$ cat src/rtl/regfile_write_arbiter_pkg.sv
// Shared cpu definitions for the register-file write path.
package regfile_write_arbiter_pkg;

    localparam int REG_ID_W = 4;
    localparam int DATA_W   = 16;
    localparam int DROP_W   = 8;

    localparam logic [DROP_W-1:0] DROP_MAX = 8'hFF;

    // One register-file write, as produced by the write-back stage.
    typedef struct packed {
        logic                we;
        logic [REG_ID_W-1:0] rd_id;
        logic [DATA_W-1:0]   data;
    } rf_wr_t;

    // Saturating increment for the stale-drop counter.
    function automatic logic [DROP_W-1:0] sat_inc(input logic [DROP_W-1:0] v);
        logic [DROP_W-1:0] r;
        if (v == DROP_MAX) begin
            r = v;
        end else begin
            r = v + 8'd1;
        end
        return r;
    endfunction

endpackage

$ cat src/rtl/regfile_write_arbiter_late_write_queue.sv
// In-order queue of late semaphore write-backs with per-entry valid bits,
// invalidate-by-id and id-match vectors for hazard lookup.
module late_write_queue #(
    parameter int DATA_W = 16,
    parameter int ID_W   = 4,
    parameter int QDEPTH = 4,
    parameter int PTR_W  = $clog2(QDEPTH),
    parameter int CNT_W  = $clog2(QDEPTH) + 1
) (
    input  logic              clk,
    input  logic              rstn,
    input  logic              push,
    input  logic              push_valid,
    input  logic [ID_W-1:0]   push_id,
    input  logic [DATA_W-1:0] push_data,
    input  logic              pop,
    input  logic              inv_en,
    input  logic [ID_W-1:0]   inv_id,
    input  logic [ID_W-1:0]   q1_id,
    input  logic [ID_W-1:0]   q2_id,
    output logic              head_valid,
    output logic [ID_W-1:0]   head_id,
    output logic [DATA_W-1:0] head_data,
    output logic [CNT_W-1:0]  count,
    output logic [QDEPTH-1:0] inv_match,
    output logic [QDEPTH-1:0] q1_match,
    output logic [QDEPTH-1:0] q2_match
);

    logic [ID_W-1:0]   id_r   [QDEPTH];
    logic [DATA_W-1:0] data_r [QDEPTH];
    logic [QDEPTH-1:0] valid_r;
    logic [PTR_W-1:0]  wr_ptr_r;
    logic [PTR_W-1:0]  rd_ptr_r;
    logic [CNT_W-1:0]  count_r;

    // Per-entry id comparison against the invalidate id and both hazard queries.
    always_comb begin
        inv_match = {QDEPTH{1'b0}};
        q1_match  = {QDEPTH{1'b0}};
        q2_match  = {QDEPTH{1'b0}};
        for (int i = 0; i < QDEPTH; i++) begin
            inv_match[i] = valid_r[i] && (id_r[i] == inv_id);
            q1_match[i]  = valid_r[i] && (id_r[i] == q1_id);
            q2_match[i]  = valid_r[i] && (id_r[i] == q2_id);
        end
    end

    assign head_valid = valid_r[rd_ptr_r];
    assign head_id    = id_r[rd_ptr_r];
    assign head_data  = data_r[rd_ptr_r];
    assign count      = count_r;

    // Storage, valid bits, pointers and occupancy; pointers wrap naturally.
    always_ff @(posedge clk or negedge rstn) begin
        if (!rstn) begin
            valid_r  <= {QDEPTH{1'b0}};
            wr_ptr_r <= {PTR_W{1'b0}};
            rd_ptr_r <= {PTR_W{1'b0}};
            count_r  <= {CNT_W{1'b0}};
            for (int i = 0; i < QDEPTH; i++) begin
                id_r[i]   <= {ID_W{1'b0}};
                data_r[i] <= {DATA_W{1'b0}};
            end
        end else begin
            if (inv_en) begin
                for (int i = 0; i < QDEPTH; i++) begin
                    if (inv_match[i]) begin
                        valid_r[i] <= 1'b0;
                    end
                end
            end
            if (pop) begin
                valid_r[rd_ptr_r] <= 1'b0;
                rd_ptr_r          <= rd_ptr_r + {{(PTR_W-1){1'b0}}, 1'b1};
            end
            if (push) begin
                valid_r[wr_ptr_r] <= push_valid;
                id_r[wr_ptr_r]    <= push_id;
                data_r[wr_ptr_r]  <= push_data;
                wr_ptr_r          <= wr_ptr_r + {{(PTR_W-1){1'b0}}, 1'b1};
            end
            case ({push, pop})
                2'b10:   count_r <= count_r + {{(CNT_W-1){1'b0}}, 1'b1};
                2'b01:   count_r <= count_r - {{(CNT_W-1){1'b0}}, 1'b1};
                default: count_r <= count_r;
            endcase
        end
    end

endmodule

$ cat src/rtl/regfile_write_arbiter.sv
// Register-file write-port owner: pipeline write-back has priority, late
// semaphore writes are queued and drained in idle cycles, stale late writes
// are discarded, and decode can query pending writes for RAW stalls.
module regfile_write_arbiter #(
    parameter int DATA_W = regfile_write_arbiter_pkg::DATA_W,
    parameter int ID_W   = regfile_write_arbiter_pkg::REG_ID_W,
    parameter int QDEPTH = 4
) (
    input  logic                       clk,
    input  logic                       rstn,
    input  logic                       wb_reg_write,
    input  logic [ID_W-1:0]            wb_rd_id,
    input  logic [DATA_W-1:0]          wb_regfile_writeback,
    input  logic                       sema_wr_valid,
    output logic                       sema_wr_ready,
    input  logic [ID_W-1:0]            sema_wr_rd_id,
    input  logic [DATA_W-1:0]          sema_wr_data,
    input  logic [ID_W-1:0]            q_rs1_id,
    input  logic [ID_W-1:0]            q_rs2_id,
    output logic                       q_rs1_pending,
    output logic                       q_rs2_pending,
    output logic                       rf_we,
    output logic [ID_W-1:0]            rf_waddr,
    output logic [DATA_W-1:0]          rf_wdata,
    output logic [$clog2(QDEPTH):0]    queue_count,
    output logic [7:0]                 drop_count
);

    import regfile_write_arbiter_pkg::*;

    localparam int CNT_W = $clog2(QDEPTH) + 1;

    logic              accept_s;
    logic              pop_s;
    logic              push_valid_s;
    logic              head_valid_s;
    logic [ID_W-1:0]   head_id_s;
    logic [DATA_W-1:0] head_data_s;
    logic [CNT_W-1:0]  count_s;
    logic [QDEPTH-1:0] inv_match_s;
    logic [QDEPTH-1:0] q1_match_s;
    logic [QDEPTH-1:0] q2_match_s;
    logic              drop_evt_s;

    logic              we_nxt_s;
    logic [ID_W-1:0]   waddr_nxt_s;
    logic [DATA_W-1:0] wdata_nxt_s;

    logic              rf_we_r;
    logic [ID_W-1:0]   rf_waddr_r;
    logic [DATA_W-1:0] rf_wdata_r;
    logic [7:0]        drop_count_r;

    // Handshake, pop decision and staleness of the incoming late write.
    always_comb begin
        sema_wr_ready = (count_s < CNT_W'(QDEPTH));
        accept_s      = sema_wr_valid && sema_wr_ready;
        pop_s         = !wb_reg_write && (count_s != {CNT_W{1'b0}});
        push_valid_s  = !(wb_reg_write && (sema_wr_rd_id == wb_rd_id));
        drop_evt_s    = wb_reg_write && ((|inv_match_s) || (accept_s && !push_valid_s));
    end

    late_write_queue #(
        .DATA_W (DATA_W),
        .ID_W   (ID_W),
        .QDEPTH (QDEPTH)
    ) u_queue (
        .clk        (clk),
        .rstn       (rstn),
        .push       (accept_s),
        .push_valid (push_valid_s),
        .push_id    (sema_wr_rd_id),
        .push_data  (sema_wr_data),
        .pop        (pop_s),
        .inv_en     (wb_reg_write),
        .inv_id     (wb_rd_id),
        .q1_id      (q_rs1_id),
        .q2_id      (q_rs2_id),
        .head_valid (head_valid_s),
        .head_id    (head_id_s),
        .head_data  (head_data_s),
        .count      (count_s),
        .inv_match  (inv_match_s),
        .q1_match   (q1_match_s),
        .q2_match   (q2_match_s)
    );

    // Write selection: pipeline first, else queue head (invalidated head pops silently).
    always_comb begin
        we_nxt_s    = 1'b0;
        waddr_nxt_s = {ID_W{1'b0}};
        wdata_nxt_s = {DATA_W{1'b0}};
        if (wb_reg_write) begin
            we_nxt_s    = 1'b1;
            waddr_nxt_s = wb_rd_id;
            wdata_nxt_s = wb_regfile_writeback;
        end else if (pop_s && head_valid_s) begin
            we_nxt_s    = 1'b1;
            waddr_nxt_s = head_id_s;
            wdata_nxt_s = head_data_s;
        end else begin
            we_nxt_s    = 1'b0;
            waddr_nxt_s = {ID_W{1'b0}};
            wdata_nxt_s = {DATA_W{1'b0}};
        end
    end

    // Registered write port and saturating stale-drop counter.
    always_ff @(posedge clk or negedge rstn) begin
        if (!rstn) begin
            rf_we_r      <= 1'b0;
            rf_waddr_r   <= {ID_W{1'b0}};
            rf_wdata_r   <= {DATA_W{1'b0}};
            drop_count_r <= 8'd0;
        end else begin
            rf_we_r    <= we_nxt_s;
            rf_waddr_r <= waddr_nxt_s;
            rf_wdata_r <= wdata_nxt_s;
            if (drop_evt_s) begin
                drop_count_r <= sat_inc(drop_count_r);
            end
        end
    end

    // Pending lookup covers queued valid entries and the write now on the port.
    always_comb begin
        q_rs1_pending = (|q1_match_s) || (rf_we_r && (rf_waddr_r == q_rs1_id));
        q_rs2_pending = (|q2_match_s) || (rf_we_r && (rf_waddr_r == q_rs2_id));
    end

    assign rf_we       = rf_we_r;
    assign rf_waddr    = rf_waddr_r;
    assign rf_wdata    = rf_wdata_r;
    assign queue_count = count_s;
    assign drop_count  = drop_count_r;

endmodule

$ cat config.mk
export PLATFORM = sky130hd
export DESIGN_NAME = regfile_write_arbiter
export DESIGN_NICKNAME = d
export VERILOG_FILES = /design/src/rtl/regfile_write_arbiter_pkg.sv /design/src/rtl/regfile_write_arbiter_late_write_queue.sv /design/src/rtl/regfile_write_arbiter.sv
export SDC_FILE = /design/constraint.sdc
export NUM_CORES = 1
export LEC_CHECK = 0
export CELL_PAD_IN_SITES_DETAIL_PLACEMENT = 2
export CELL_PAD_IN_SITES_GLOBAL_PLACEMENT = 2
export CORE_ASPECT_RATIO = 0.7
export CORE_MARGIN = 2
export CORE_UTILIZATION = 38
export DETAILED_ROUTE_END_ITERATION = 7
export MAX_ROUTING_LAYER = met4
export PLACE_DENSITY = 0.86
export REMOVE_ABC_BUFFERS = 1
export SLEW_MARGIN = 40
export SYNTH_ARGS = -nofsm -noshare
export SYNTH_HDL_FRONTEND = slang
export SYNTH_SLANG_ARGS = --single-unit
$ cat constraint.sdc
create_clock -name clk -period 2.6 [get_ports clk]
set_clock_uncertainty 0.1 [all_clocks]
set_input_delay 0.39 -clock clk [delete_from_list [all_inputs] [get_ports clk]]
set_output_delay 0.39 -clock clk [all_outputs]
set_load 0.02 [all_outputs]
* Word-level counts from Yosys, hierarchy flattened
Cells that the tools add are included.
Storage, ports and cells: register bits after elaboration 120, bits in latches 0, memory bits (writable) 0, bits in read-only memories 0, input port bits 52, output and inout port bits 35, logic and storage cells 119, memories kept 0
Operators by class: $add $sub $neg 5, $mul 0, divide/modulo/power cells 0, $lt $le $gt $ge 8, equal/unequal tests 18, shift-type cells 0, multiplexer cells 33, bitwise operators 5, reductions and logical operators 34
Operators by type and width (number):
- two-way mux 16 bit | 5
- bitwise mux 64 bit | 1
- equality test 4 bit | 15
- binary-select mux 16 bit (select 2 bit) | 1
- demux 16 bit (select 2 bit) | 1
- two-way mux 4 bit | 8
- logical AND 1 bit | 23
- bitwise mux 16 bit | 1
- OR reduction 4 bit | 3
- two-way mux 1 bit | 9
- adder 8 x 1 -> 8 bit, second input constant | 1
- binary-select mux 4 bit (select 2 bit) | 1
- demux 4 bit (select 2 bit) | 1
- equality test 8 bit, second input constant | 1
- greater-or-equal comparator 3 bit, second input constant | 2
- < comparator 2 x 3 -> 1 bit, second input constant | 2
- NOT 2 -> 3 bit | 2
- case mux 3 bit (2 select lines) | 1
- adder 2 x 1 -> 2 bit, second input constant | 2
- AND 4 bit | 1
- bitwise mux 4 bit | 1
- demux 1 bit (select 2 bit) | 2
- greater-or-equal comparator 2 x 1 -> 1 bit, second input constant | 2
- NOT 4 bit | 1
- other kinds (13) | 16

* Longest topological paths before layout
word-level depth 9, gate-level depth with buffers 9, gate-level depth less buffers 8

* Hierarchy
A second synthesis with hierarchy kept.
Unflattened totals: cells, all modules 436, area total of the unflattened synthesis 6115.9 µm²
Modules (own cells, without submodules):
- late_write_queue | instances 1, cells each 327, area each 4782.1 µm², seq. area each 2277.2 µm²
- regfile_write_arbiter | instances 1, cells each 109, area each 1333.8 µm², seq. area each 725.7 µm²

* Worst setup path before layout
No wires, ideal clock.
kind register to register, start register u_queue.count_r[2] (netlist: u_queue.count[2]), end register u_queue.count_r[2] (netlist: u_queue.count[2]), setup time 0.080 ns, arrival 2.122 ns, data required time 2.420 ns, slack 0.298 ns, stages on the path, launching flop included 10, buffers on the path 1, clock period less this slack 2.302 ns, path through dfrtp_1 inv_1 a31oi_1 clkbuf_1 ha_1 inv_1 fa_1 xor2_1 nor2_1 xnor2_1
Between the ends: word-level cells in the longest chain between the ends 4, elaborated cells on any way between the ends 10, those cells by class add/sub (2); order compare (1); eq/ne (2); mux (1); reduce/logical (4)
RTL lines:
- from (decl) | RTL line regfile_write_arbiter_late_write_queue.sv:35 | logic [CNT_W-1:0] count_r;
- from (signal assigned) | RTL line regfile_write_arbiter_late_write_queue.sv:60 | count_r <= {CNT_W{1'b0}};
- from (signal assigned) | RTL line regfile_write_arbiter_late_write_queue.sv:84 | 2'b10: count_r <= count_r + {{(CNT_W-1){1'b0}}, 1'b1};
- from (signal assigned) | RTL line regfile_write_arbiter_late_write_queue.sv:85 | 2'b01: count_r <= count_r - {{(CNT_W-1){1'b0}}, 1'b1};
- < comparator 3 bit * | RTL line regfile_write_arbiter.sv:56 | sema_wr_ready = (count_s < CNT_W'(QDEPTH));
- via sema_wr_ready | RTL line regfile_write_arbiter.sv:15 | output logic sema_wr_ready,
- logical AND 1 bit * | RTL line regfile_write_arbiter.sv:57 | accept_s = sema_wr_valid && sema_wr_ready;
- equality test 2 x 1 -> 1 bit or equality test 2 bit (tied branches) | RTL line regfile_write_arbiter_late_write_queue.sv:83 | case ({push, pop})
- case mux 3 bit (2 select lines) or nonzero test 2 bit (tied branches)
Mark *: on every way through the listed nets, which the timed path passes. The rest lies on a longest branch. A chain may end at the register's enable or synchronous reset.

* Worst setup path after layout
start input port q_rs2_id[2], end output port q_rs2_pending
Between the ends: word-level cells in the longest chain between the ends 4, elaborated cells on any way between the ends 12, those cells by class eq/ne (5); reduce/logical (7)
RTL lines:
- from (decl) | RTL line regfile_write_arbiter.sv:19 | input logic [ID_W-1:0] q_rs2_id,
- equality test 4 bit | RTL line regfile_write_arbiter_late_write_queue.sv:45 | q2_match[i] = valid_r[i] && (id_r[i] == q2_id);
- logical AND 1 bit | RTL line regfile_write_arbiter_late_write_queue.sv:45
- OR reduction 4 bit | RTL line regfile_write_arbiter.sv:128 | q_rs2_pending = (|q2_match_s) || (rf_we_r && (rf_waddr_r == q_rs2_id));
- logical OR 1 bit * | RTL line regfile_write_arbiter.sv:128
- to (decl) | RTL line regfile_write_arbiter.sv:21 | output logic q_rs2_pending,
Every way passes the cells marked *; elsewhere a longest branch is shown, timed or not.

==> results by stage <==
Min path:
- The classification of the worst-slack hold path is flip-flop to flip-flop.
- Along the worst hold path, the cell count comes to 1.
- The worst hold path startpoint is u_queue.data_r[14]$_DFFE_PN0P_.
- For hold timing, the worst endpoint is u_queue.data_r[14]$_DFFE_PN0P_.

Timing:
- The worst pin sits at a relative slew slack of between 50% and 60%.
- Hold is met by 404.8 ps.
- The number of endpoints with negative hold slack in the final report is 0.
- For the pin with the worst max-slew slack, the measured transition is about 650 ps.
- The count of final setup violators is 0.
- The final period demand of the worst path is 2465 ps.
- Setup repair after global routing left no endpoint under its margin.
- In the final timing run, aggregate negative setup slack is 0 ps.
- For this run, the top clock speed supported by timing is about 0.41 GHz.
- The count of pins over their slew limit is 0.
- The final clock period utilization by the worst path is 94.83%.

Yosys:
- For this run, the number of Yosys warnings is 0.
- Summing every instance area after synthesis gives around 6000 sq um.
- In this run, distinct cell masters in the synthesized netlist total 38.
- The most instantiated flip-flop cell in the synthesis netlist is dfrtp_1.
- The count of mapped cells out of synthesis is between 400 and 500.
- The sequential-to-total area share from yosys stat is roughly 50%.
- A synthesized cell averages 13.62 sq um.
- Summed over all instances, the cell type with the most area after synthesis is dfrtp_1.
- Counting flops and latches in the post-synthesis netlist gives between 100 and 150.
- Summed over its instances, the top area cell type makes up around half of the synthesized netlist area.
- In this run, synthesis inferred 0 flip-flops with an integrated enable.
- After synthesis, the share of flip-flops with an asynchronous set or reset is 100.0%.
- After synthesis, the cell types taking the most area are dfrtp_1 50%, mux2_2 15%, xor2_1 7.9%.

Clock tree:
- Clock-pin slew was measured on the worst setup and hold paths at 50 ps.
- The clock root buffer is clkbuf_16.
- The maximum count of clock buffers along a single path is 2.
- The H-tree was split into 4 levels.
- The number of buffers added by the clock tree synthesis step is 17.
- The clock tree from TritonCTS is yes.
- The setup fix buffers added after clock tree synthesis is 0.
- The number of sinks handled by clock tree synthesis is 120.
- At the later pin of the worst-skew pair, clock insertion delay measures 430 ps.

Drt:
- The number of optimization iterations in the first detailed-route pass is 4.
- The routed design has 20.52 mm of wire.
- The average wire per cell in the routed design is between 20 and 30 um.
- Once detail routing completed, the nets flagged for antenna violations numbered 0.
- The iteration-0 DRC count of the detailed router is roughly 190.
- After detailed routing, the number of remaining DRC violations is 0.
- The via density per instance is 5.552.
- The total via count in the routed design is approximately 4,300.

Final layout:
- The fraction of the core area covered by cells at the end of the flow is 51.09%.
- The number of nets in the layout is about 620.
- The cell area after layout is 7944 sq um.
- The share of post-route cells with drive strength above 1 is roughly a third.
- Fill cells in the final layout number 1,450.
- Compared with the post-synthesis result, the final layout area differs by 31.04%.

Floorplanning:
- The floorplan has 38 rows.
- The overall die area is 17,000 sq um.
- The standard cell core area is between 15,000 and 20,000 sq um.
- The vertical die dimension is about 110 um.
- The I/O pin count is 87.
- In this run the horizontal extent of the chip is ~150 um.
- The effective utilization at floorplan is 38.99%.

Power and ir drop:
- The design draws around 9.8 mW.
- The power density over cell area is approximately 1200 nW/um^2.
- Across the VDD grid, the largest voltage drop is slightly below 0.0007 V.
- Summed over all cells, the static leakage comes to 3.394 nW.

Setup path:
- The number of cells on the worst reg-to-reg path is 6.
- The required time of the critical path is around 2100 ps.
- Data on the critical path arrives at its endpoint at about 2000 ps.
- The count of buffer and inverter cells on the critical path is 2.
- The critical-path maximum fanout is 4.
- The critical-path cell with the highest stage delay is clkdlybuf4s50_1.
- The kind of cell with the highest combined delay along the critical path is buffers and inverters.
- The capture instance of the worst register-to-register path is drop_count[3]$_DFFE_PN0P_.
- The critical path goes through clkdlybuf4s50_1 -> xor2_1 -> nor3_1 -> a31oi_1 -> nand3_1 -> dlygate4sd2_1.
- The largest incremental delay on the critical path is ~570 ps.
- The critical setup path kind is input port to primary output.
- STA classifies the critical path startpoint as an input port.
- The reg2reg setup slack is 400 ps.
- The element type at the critical path end is a primary output.
- The startpoint of the worst-slack reg-to-reg timing path is u_queue.id_r[0]$_DFFE_PN0P_.

Placed design:
- Summing all placed instances gives a cell area of between 7000 and 8000 sq um.
- The HPWL after detailed placement is 13.49 mm.
- Buffers placed on the I/O ports in this run total 86.
- The final weighted congestion in routability-driven placement is between 0.8 and 0.9.

GRT:
- The total global-route track usage is a little over a quarter.
- The global-route wire length before repair is ~32 mm.
- The number of global-route vias before repair is ~5,100.
- Entering global routing, the biggest net connects 48 pins.
- The initial antenna violation count came to 1.
- After global routing the overflow that remains totals 0.

Status:
- The flow ran to the end, and the final reports show no timing, DRC or antenna violations.

Run:
- Across the run, the number of max-cap violations was 0.
state kept, by name, summed over array words and instances, names as in the netlist:
| name | count |
|---|---|
| u_queue.wr_ptr_r | 2 |
| u_queue.data_r | 64 |
| u_queue.count | 3 |
| rf_we | 1 |
| u_queue.valid_r | 4 |
| u_queue.id_r | 16 |
| rf_wdata | 16 |
| u_queue.rd_ptr_r | 2 |
| drop_count | 8 |
| rf_waddr | 4 |
cell usage after synthesis, types with 2 or more instances:
library cell,number
a31oi_1,9
ha_1,10
mux2_2,80
inv_1,10
o21ai_0,6
buf_2,2
nand3_1,11
mux4_2,21
nor3_1,7
a311oi_1,3
nor4_1,4
buf_1,9
a22oi_2,2
xor2_1,55
nand2_1,15
buf_6,4
xnor2_1,16
or3_1,2
nor4_2,2
nor2_1,2
clkbuf_1,16
dfrtp_1,120
nor4_4,2
a22oi_1,4
a32o_1,20
through the flow:
stage	worst slack [ps]	std cells
6_report	134.5	768
5_1_grt	5.556	768
4_1_cts	49.01	767
3_3_place_gp	-115.7	736
3_5_place_dp	-202.9	736
2_1_floorplan	-571.5	412
worst register-to-register path, cell delays in order, from the launching register on:
cell      delay [ps]
dfrtp_1          570
xor2_1           210
nor4_4           400
a22oi_2          110
buf_4            190
a311oi_1         330
xor2_1           200
cells in the final DEF (no fill, tap or decap), types with 11 or more instances in the layout:
master / count
buf_4: 37
xnor2_1: 16
clkbuf_16: 17
a32o_1: 20
clkdlybuf4s50_1: 78
nand2_1: 15
mux4_2: 21
dfrtp_1: 119
nand3_1: 11
mux2_2: 80
xor2_1: 55
power by group:
group | switching (mW) | internal (mW)
clock network | 0.854 | 1.57
logic | 1.86 | 1.98
registers | 0.816 | 2.69
metal layers:
metal,GRT usage (%),part of all wire [%]
met5,-,0
met4,7.738,1.6
met1,31.32,41
met3,6.819,6.0
met2,46.89,52
how the worst max path moves through the flow:
stage / depth (start not counted) / start / end
after floorplan: 8 / u_queue.count[0]$_DFFE_PN0P_ / u_queue.count[2]$_DFFE_PN0P_
after CTS: 7 / q_rs2_id[0] / q_rs2_pending
after global placement: 7 / q_rs2_id[0] / q_rs2_pending
final: 6 / q_rs2_id[2] / q_rs2_pending
after global routing: 6 / q_rs2_id[2] / q_rs2_pending
after detailed placement: 6 / q_rs2_id[3] / q_rs2_pending
cells by family after synthesis:
| logic type | Yosys count | share of synthesized area (%) |
|---|---|---|
| AO/OA/AOI/OAI | 48 | 6.605 |
| flip-flops | 120 | 49.54 |
| multiplexers | 103 | 23.01 |
| adder cells (fa/ha/maj) | 11 | 2.394 |
| buffers and inverters | 43 | 3.426 |
| AND/OR/NAND/NOR | 49 | 4.768 |
| XOR/XNOR | 71 | 10.26 |
repair_timing:
item / CTS / global route
hold buffers: 1 / 0
gates resized for setup: 7 / 2
setup endpoints to repair: 2 / 1
pin swaps: 0 / 0
hold endpoints to repair: 44 / 0
area by class of cell:
cell class,count,area (sq um),area share [%]
Timing Repair Buffer,125,1174,14.77
Clock inverter,7,118.9,1.496
Inverter,10,37.54,0.4725
Clock buffer,23,478.0,6.017
Sequential cell,120,3004,37.82
Antenna cell,1,2.502,0.03150
Multi-Input combinational cell,282,2879,36.24
Tap cell,200,250.2,3.150
Note: power is estimated with default switching activity, not from simulation.
